### config.mk
export PLATFORM = sky130hd
export DESIGN_NAME = alu32
export DESIGN_NICKNAME = d
export VERILOG_FILES = /design/src/rtl/alu_pkg.sv /design/src/rtl/alu_shifter.sv /design/src/rtl/alu32.sv
export SDC_FILE = /design/constraint.sdc
export NUM_CORES = 1
export LEC_CHECK = 0
export ABC_AREA = 1
export BUFFER_PORTS_ARGS = -buffer_cell sky130_fd_sc_hd__buf_2
export CORE_MARGIN = 5
export CORE_UTILIZATION = 64
export DETAILED_ROUTE_END_ITERATION = 10
export PLACE_DENSITY = 0.86
export SYNTH_ARGS = -nofsm -noshare
export SYNTH_HDL_FRONTEND = slang
export SYNTH_HIERARCHICAL = 1
export SYNTH_SLANG_ARGS = --single-unit
### constraint.sdc
create_clock -name clock -period 3.75 [get_ports clock]
set_input_delay 0.1875 -clock clock [delete_from_list [all_inputs] [get_ports clock]]
set_output_delay 0.1875 -clock clock [all_outputs]
set_load 0.03 [all_outputs]
### src/rtl/alu_pkg.sv
// Shared ALU definitions: opcode encodings used by the core decoder and by alu32,
// plus the shift-mode select for the optional barrel shifter.
package alu_pkg;

  localparam int unsigned ALU_WIDTH  = 32;
  localparam int unsigned ALU_SHAMT_W = 5;

  typedef enum logic [3:0] {
    ALU_OP_ZERO  = 4'd0,
    ALU_OP_ADD   = 4'd1,
    ALU_OP_SUB   = 4'd2,
    ALU_OP_LT    = 4'd3,
    ALU_OP_LTU   = 4'd4,
    ALU_OP_AND   = 4'd5,
    ALU_OP_OR    = 4'd6,
    ALU_OP_XOR   = 4'd7,
    ALU_OP_SLL   = 4'd8,
    ALU_OP_SRL   = 4'd9,
    ALU_OP_SRA   = 4'd10,
    ALU_OP_PASSB = 4'd11
  } alu_op_t;

  typedef enum logic [1:0] {
    SHIFT_SLL = 2'd0,
    SHIFT_SRL = 2'd1,
    SHIFT_SRA = 2'd2
  } shift_mode_t;

endpackage

### src/rtl/alu_shifter.sv
// Logarithmic barrel shifter. Left shifts reuse the right-shift network by
// bit-reversing the operand before and the result after.
module alu_shifter
  import alu_pkg::*;
#(
  parameter int unsigned WIDTH   = ALU_WIDTH,
  parameter int unsigned SHAMT_W = ALU_SHAMT_W
) (
  input  logic [WIDTH-1:0]   data,
  input  logic [SHAMT_W-1:0] amount,
  input  shift_mode_t        mode,
  output logic [WIDTH-1:0]   result
);

  logic             left;
  logic             fill;
  logic [WIDTH-1:0] operand;
  logic [WIDTH-1:0] stage;
  logic [WIDTH-1:0] fill_mask;

  // Reverse for left shifts, run the right-shift stages, reverse back.
  always_comb begin
    left      = (mode == SHIFT_SLL);
    fill      = (mode == SHIFT_SRA) & data[WIDTH-1];
    operand   = '0;
    fill_mask = '0;
    result    = '0;

    for (int i = 0; i < int'(WIDTH); i++) begin
      operand[i] = left ? data[WIDTH-1-i] : data[i];
    end

    stage = operand;
    for (int s = 0; s < int'(SHAMT_W); s++) begin
      if (amount[s]) begin
        // Bits vacated at the top of this stage take the fill value.
        fill_mask = ~({WIDTH{1'b1}} >> (1 << s));
        stage     = (stage >> (1 << s)) | (fill_mask & {WIDTH{fill}});
      end
    end

    for (int i = 0; i < int'(WIDTH); i++) begin
      result[i] = left ? stage[WIDTH-1-i] : stage[i];
    end
  end

endmodule

### src/rtl/alu32.sv
// 32-bit RV32I ALU: combinational result/zero plus a registered copy.
// Optional feature: define ALU_SHIFT_EN to build the barrel shifter for
// SLL/SRL/SRA; otherwise those opcodes return 0 like the reserved codes.
module alu32
  import alu_pkg::*;
#(
  parameter int unsigned WIDTH = 32
) (
  input  logic             clock,
  input  logic             reset,
  input  logic [3:0]       alu_op,
  input  logic [WIDTH-1:0] alu_a,
  input  logic [WIDTH-1:0] alu_b,
  output logic [WIDTH-1:0] alu_out,
  output logic             zero,
  output logic [WIDTH-1:0] alu_out_q,
  output logic             zero_q
);

  alu_op_t op;
  assign op = alu_op_t'(alu_op);

`ifdef ALU_SHIFT_EN
  shift_mode_t      shift_mode;
  logic [WIDTH-1:0] shift_result;

  // Map the opcode onto the shifter mode; only consumed for ops 8-10.
  always_comb begin
    shift_mode = SHIFT_SRA;
    if (op == ALU_OP_SLL) begin
      shift_mode = SHIFT_SLL;
    end else if (op == ALU_OP_SRL) begin
      shift_mode = SHIFT_SRL;
    end
  end

  alu_shifter #(
    .WIDTH   (WIDTH),
    .SHAMT_W (ALU_SHAMT_W)
  ) u_shifter (
    .data   (alu_a),
    .amount (alu_b[ALU_SHAMT_W-1:0]),
    .mode   (shift_mode),
    .result (shift_result)
  );
`endif

  // Result mux; reserved opcodes (and shifts when not built) give 0.
  always_comb begin
    alu_out = '0;
    case (op)
      ALU_OP_ADD:   alu_out = alu_a + alu_b;
      ALU_OP_SUB:   alu_out = alu_a - alu_b;
      ALU_OP_LT:    alu_out = {{(WIDTH-1){1'b0}}, ($signed(alu_a) < $signed(alu_b))};
      ALU_OP_LTU:   alu_out = {{(WIDTH-1){1'b0}}, (alu_a < alu_b)};
      ALU_OP_AND:   alu_out = alu_a & alu_b;
      ALU_OP_OR:    alu_out = alu_a | alu_b;
      ALU_OP_XOR:   alu_out = alu_a ^ alu_b;
`ifdef ALU_SHIFT_EN
      ALU_OP_SLL,
      ALU_OP_SRL,
      ALU_OP_SRA:   alu_out = shift_result;
`endif
      ALU_OP_PASSB: alu_out = alu_b;
      default:      alu_out = '0;
    endcase
  end

  assign zero = (alu_out == '0);

  // Registered copy for pipelined consumers; reset value matches a zero result.
  always_ff @(posedge clock) begin
    if (reset) begin
      alu_out_q <= '0;
      zero_q    <= 1'b1;
    end else begin
      alu_out_q <= alu_out;
      zero_q    <= zero;
    end
  end

endmodule

# After elaboration in Yosys (flattened, before gate mapping)
# Index checks and enable logic that the tools add are counted.
[totals]
input_bits = 70
output_inout_bits = 66
register_bits = 33
[op_classes]
bitwise = 3
muxes = 1
magnitude_cmp = 2
n_addsub = 2
reduce_logical = 1
eq_ne = 8
[ops]
columns = ["operator", "n"]
rows = [
  ["$pmux 32 s8", 1],
  ["$lt 32x32->1", 2],
  ["$add 32x32->32", 1],
  ["$and 32x32->32", 1],
  ["$logic_not 32->1", 1],
  ["$or 32x32->32", 1],
  ["$sub 32x32->32", 1],
  ["$xor 32x32->32", 1],
  ["$eq 4x3->1 const B", 4],
  ["$eq 4x2->1 const B", 2],
  ["$eq 4x1->1 const B", 1],
  ["$eq 4x4->1 const B", 1],
]

# Depth between registers and ports, before layout
[logic_depth]
depth_word = 3
mapped_depth = 21

# Least setup slack after synthesis
# OpenSTA, ideal clock, no wires.
[synth_path]
path_kind = "input -> output"
from = "in alu_a[0]"
to = "out zero"
t_required_ns = 3.562
n_path_buf = 0
arrival_time_ns = 2.387
path_stages = 18
slack_ns = 1.175
path_cell_list = "ha_1 > inv_1 > fa_1 > inv_1 > nand3_1 > nand3_1 > nand2_1 > nand2_1 > nand3_1 > nand2_1 > nand2_1 > nand3_1 > nand3_1 > nor2_1 > nand2_1 > nor2_1 > nand3_1 > inv_1"
[synth_via]
elab_chain_len = 3
[synth_lines]
columns = ["item", "line_no", "rtl"]
rows = [
  ["from (decl)", "alu32.sv:12", "input logic [WIDTH-1:0] alu_a,"],
  ["$sub 32x32->32 / $add 32x32->32 (equally long branches)", "alu32.sv:53, alu32.sv:52", ""],
  ["$pmux 32 s8 *", "alu32.sv:51", "case (op)"],
  ["via alu_out[16]", "alu32.sv:14", "output logic [WIDTH-1:0] alu_out,"],
  ["$logic_not 32->1 *", "alu32.sv:69", "assign zero = (alu_out == '0);"],
  ["to (decl)", "alu32.sv:15", "output logic zero,"],
]
# The timed path passes the listed nets; every way through them passes the cells marked *.

# Worst setup path in the final report
[layout_path]
from = "in alu_a[0]"
to = "out zero"
[layout_via]
elab_chain_len = 3
[layout_lines]
columns = ["item", "line_no", "rtl"]
rows = [
  ["$sub 32x32->32, or another cell as far along", "alu32.sv:53", "ALU_OP_SUB: alu_out = alu_a - alu_b;"],
  ["$pmux 32 s8 *", "alu32.sv:51", ""],
  ["$logic_not 32->1 *", "alu32.sv:69", ""],
]
# Mark *: on every way between the ends. The rest lies on a longest branch, timed or not.

==> impl_results.html <==
<table>
<tr><th>Metric</th><th>Value</th></tr>
<tr><th colspan="2">Floorplan</th></tr>
<tr><td>Horizontal extent of the die</td><td>122 um</td></tr>
<tr><td>Die Y</td><td>122 um</td></tr>
<tr><td>Full die area</td><td>0.0149 sq mm</td></tr>
<tr><td>Initial core utilization</td><td>64.6%</td></tr>
<tr><td>Total number of placement rows</td><td>41</td></tr>
<tr><td>Number of placed I/O pins</td><td>136</td></tr>
<tr><td>Floorplan core area</td><td>0.0125 sq mm</td></tr>
<tr><th colspan="2">Routing</th></tr>
<tr><td>Number of routed nets with antenna violations</td><td>0</td></tr>
<tr><td>Number of optimization iterations in the first detailed-route pass</td><td>6</td></tr>
<tr><td>Vias</td><td>10017</td></tr>
<tr><td>Met3 wire length</td><td>4260 um</td></tr>
<tr><td>Average vias per placed instance</td><td>5.67</td></tr>
<tr><td>Detailed-route wire length</td><td>29200 um</td></tr>
<tr><td>Met2 WL</td><td>12200 um</td></tr>
<tr><td>Average wire length per cell after detail routing</td><td>16.5 um</td></tr>
<tr><td>Met1 wire length</td><td>11500 um</td></tr>
<tr><td># DRC</td><td>0</td></tr>
<tr><td>Number of DRC markers after the initial detailed-route iteration</td><td>1332</td></tr>
<tr><td>Uppermost routed layer</td><td>met4</td></tr>
<tr><th colspan="2">Power and ir drop</th></tr>
<tr><td>Maximum ir drop on the vdd rail</td><td>0.176 mV</td></tr>
<tr><td>Overall power consumption</td><td>2070 uW</td></tr>
<tr><td>Pwr dens</td><td>235 mW/mm^2</td></tr>
<tr><td>Static leakage power</td><td>0.00563 uW</td></tr>
<tr><th colspan="2">Yosys</th></tr>
<tr><td>Distinct cell type count after synthesis</td><td>40</td></tr>
<tr><td>Area share of the largest cell type after synthesis</td><td>22.5%</td></tr>
<tr><td>Register area share after synthesis</td><td>8.20%</td></tr>
<tr><td>Syn Std Cell Area</td><td>0.00805 sq mm</td></tr>
<tr><td>EDFF count, synth</td><td>0</td></tr>
<tr><td>Gate Count Post-Synth</td><td>1493</td></tr>
<tr><td>Net count after synthesis</td><td>1662</td></tr>
<tr><td>Post-synthesis sequential element count</td><td>33</td></tr>
<tr><td>Count of yosys warnings during synthesis</td><td>6</td></tr>
<tr><td>Async set-reset flop share out of synthesis</td><td>0%</td></tr>
<tr><td>Dominant synthesized flop cell</td><td>sky130_fd_sc_hd__dfxtp_1</td></tr>
<tr><td>Ranking of synthesized cells by area</td><td>sky130_fd_sc_hd__nand2_1 22%, sky130_fd_sc_hd__inv_1 16%, sky130_fd_sc_hd__ha_1 15%</td></tr>
<tr><td>Cell type with the largest total area after synthesis</td><td>sky130_fd_sc_hd__nand2_1</td></tr>
<tr><td>Avg Cell Area, Syn</td><td>5.39 sq um</td></tr>
<tr><th colspan="2">Finish</th></tr>
<tr><td>Share of post-route cells with drive strength above 1</td><td>13.5%</td></tr>
<tr><td>Final core utilization</td><td>70.5%</td></tr>
<tr><td>Most frequent cells in the layout</td><td>482 x sky130_fd_sc_hd__nand2_1, 334 x sky130_fd_sc_hd__inv_1, 153 x sky130_fd_sc_hd__nand3_1</td></tr>
<tr><td>Post-layout nets</td><td>1764</td></tr>
<tr><td>Most common library cell in the layout ignoring fill and taps</td><td>sky130_fd_sc_hd__nand2_1</td></tr>
<tr><td>Number of antenna cells inserted</td><td>0</td></tr>
<tr><td>Area growth syn-to-layout</td><td>9.12%</td></tr>
<tr><td>Post-route non-filler standard cell count</td><td>1768</td></tr>
<tr><th colspan="2">STA</th></tr>
<tr><td>Setup repair after global routing missed its margin</td><td>no</td></tr>
<tr><td>Count of final max-slew check failures</td><td>0</td></tr>
<tr><td>Highest attainable clock frequency</td><td>276 MHz</td></tr>
<tr><td>Post-route fraction of the period consumed by the critical path</td><td>96.6%</td></tr>
<tr><td>Final count of negative-setup-slack endpoints</td><td>0</td></tr>
<tr><td>Setup Total Neg Slack</td><td>0 ps</td></tr>
<tr><td>Hold WS</td><td>272 ps</td></tr>
<tr><td>Normalized max-slew margin</td><td>35.4%</td></tr>
<tr><td>Slew at the pin closest to its max-slew limit</td><td>967 ps</td></tr>
<tr><td>Hold Fails Final Rpt</td><td>0</td></tr>
<tr><td>Time the final worst path needs with I/O delays and setup</td><td>3620 ps</td></tr>
<tr><th colspan="2">CTS</th></tr>
<tr><td>CTS tree</td><td>done</td></tr>
<tr><td>Maximum count of clock buffers along a single path</td><td>2</td></tr>
<tr><td>Post-CTS setup buffer count</td><td>0</td></tr>
<tr><td>Level count of the clock H-tree</td><td>2</td></tr>
<tr><td>Total clock sinks</td><td>33</td></tr>
<tr><td>Number of clock buffers inserted by TritonCTS</td><td>5</td></tr>
<tr><td>Total of hold buffers inserted after clock tree synthesis</td><td>0</td></tr>
<tr><td>Post-cts sizing count</td><td>0</td></tr>
<tr><td>Library cell used as clock root buffer</td><td>sky130_fd_sc_hd__clkbuf_16</td></tr>
<tr><td>Reg clk slew, reported paths</td><td>50 ps</td></tr>
<tr><th colspan="2">Placement</th></tr>
<tr><td>Placed Cells</td><td>1760</td></tr>
<tr><td>Total of buffers placed on input and output ports</td><td>135</td></tr>
<tr><td>Estimated wirelength of the detail-placed design</td><td>23800 um</td></tr>
<tr><td>GP Congestion</td><td>1.09</td></tr>
<tr><th colspan="2">GRT</th></tr>
<tr><td>First-pass GRT wire length</td><td>44400 um</td></tr>
<tr><td>Vias in the first global route</td><td>8973</td></tr>
<tr><td>All-layer global routing usage</td><td>38.0%</td></tr>
<tr><td>Total overflow reported by the global router</td><td>0</td></tr>
<tr><td>Initial antenna violation count</td><td>0</td></tr>
<tr><td>Pin count of the biggest net entering global routing</td><td>31</td></tr>
<tr><th colspan="2">Setup path</th></tr>
<tr><td>Category of the most critical setup path</td><td>in2out</td></tr>
<tr><td>Crit path launch type</td><td>primary input</td></tr>
<tr><td>Crit path arrival time</td><td>3440 ps</td></tr>
<tr><td>Critical path capture point type</td><td>output port</td></tr>
<tr><td>Critical path data required time</td><td>3560 ps</td></tr>
<tr><td>Largest fanout on the critical path</td><td>4</td></tr>
<tr><th colspan="2">Min path</th></tr>
<tr><td>Type of the worst min-delay path</td><td>in2reg</td></tr>
<tr><th colspan="2">Job</th></tr>
<tr><td>Maxcap violations</td><td>0</td></tr>
<tr><th colspan="2">Run status</th></tr>
<tr><td>Run status</td><td>complete, no violations</td></tr>
</table>
==> sequential cells by signal, summed over array words and instances, names as in the netlist <==
register	flops
alu_out_q	32
zero_q	1
==> Yosys cell counts, types with 2 or more instances <==
master                       n
sky130_fd_sc_hd__nor2_1     99
sky130_fd_sc_hd__a21oi_1    42
sky130_fd_sc_hd__o221ai_1    3
sky130_fd_sc_hd__inv_2       7
sky130_fd_sc_hd__fa_1        2
sky130_fd_sc_hd__inv_1     334
sky130_fd_sc_hd__a21oi_2     4
sky130_fd_sc_hd__nand2_1   482
sky130_fd_sc_hd__o21ai_0    19
sky130_fd_sc_hd__and3_1      3
sky130_fd_sc_hd__nand4_1    19
sky130_fd_sc_hd__buf_6      13
sky130_fd_sc_hd__dfxtp_1    33
sky130_fd_sc_hd__a31oi_1    14
sky130_fd_sc_hd__o21bai_1    6
sky130_fd_sc_hd__buf_2      16
sky130_fd_sc_hd__nand2_4     2
sky130_fd_sc_hd__buf_4      14
sky130_fd_sc_hd__nor3_1      9
sky130_fd_sc_hd__nand3_2    11
sky130_fd_sc_hd__clkbuf_1    2
sky130_fd_sc_hd__nor2_2     23
sky130_fd_sc_hd__a221oi_1   17
sky130_fd_sc_hd__nand3_1   153
sky130_fd_sc_hd__and2_1      2
sky130_fd_sc_hd__ha_1       97
sky130_fd_sc_hd__nor4_1      4
sky130_fd_sc_hd__nor2_4      5
sky130_fd_sc_hd__o22ai_1    37
sky130_fd_sc_hd__nand2_2    11
==> cell type report <==
type                    instances  area, sq um
clock buffers                   6          129
clock inverters                 2         10.0
fillers                      1207         3680
inverters                     343         1290
multi-input cells            1070         5750
flip-flops and latches         33          661
well taps                     172          215
repair buffers                142          728
==> power by group <==
group          switching (uW)  internal (uW)  total (uW)
Combinational             896            359        1260
Sequential               4.81            372         377
Clock                     191            245         436
Total                    1090            976        2070
==> path summary, 6_finish.rpt <==
path,from,cells after the start,end
hold / removal,alu_op[2],4,alu_out_q[0]
setup / recovery,alu_a[0],20,zero
==> critical path: stages <==
cell and delay (ps):
sky130_fd_sc_hd__buf_2 110, sky130_fd_sc_hd__ha_1 320, sky130_fd_sc_hd__inv_1 130, sky130_fd_sc_hd__fa_1 390, sky130_fd_sc_hd__inv_1 170, sky130_fd_sc_hd__nand3_1 130, sky130_fd_sc_hd__nand3_1 170, sky130_fd_sc_hd__nand2_1 110
sky130_fd_sc_hd__nand2_1 180, sky130_fd_sc_hd__nand3_1 120, sky130_fd_sc_hd__nand2_1 80, sky130_fd_sc_hd__nand2_1 50, sky130_fd_sc_hd__nand3_1 80, sky130_fd_sc_hd__nand3_1 240, sky130_fd_sc_hd__nor2_1 200, sky130_fd_sc_hd__nand2_1 70
sky130_fd_sc_hd__nor2_1 240, sky130_fd_sc_hd__nand3_1 180, sky130_fd_sc_hd__inv_1 80, sky130_fd_sc_hd__buf_2 190
==> kinds of logic after synthesis <==
kind of cell | Yosys count | share of synthesized area [%]
DFF | 33 | 8.20
adders and majority gates | 99 | 15.6
buffers and inverters | 390 | 20.3
and+or+nand+nor | 826 | 44.7
AOI/OAI and AO/OA | 145 | 11.2
==> stage by stage <==
step                setup slack [ps]  instance area (sq um)
floorplan                       1180                   8050
global placement                 364                   8650
detailed placement               354                   8650
CTS                              331                   8790
global route                    24.9                   8790
finish                           127                   8790
==> routing by layer <==
layer  global-route usage, %  up-vias
met5                       0        -
met4                    15.3        0
met3                    9.47      117
met2                    58.9      685
met1                    50.3     4395
li1                        -     4820
Power figures use the tool's default switching activity.
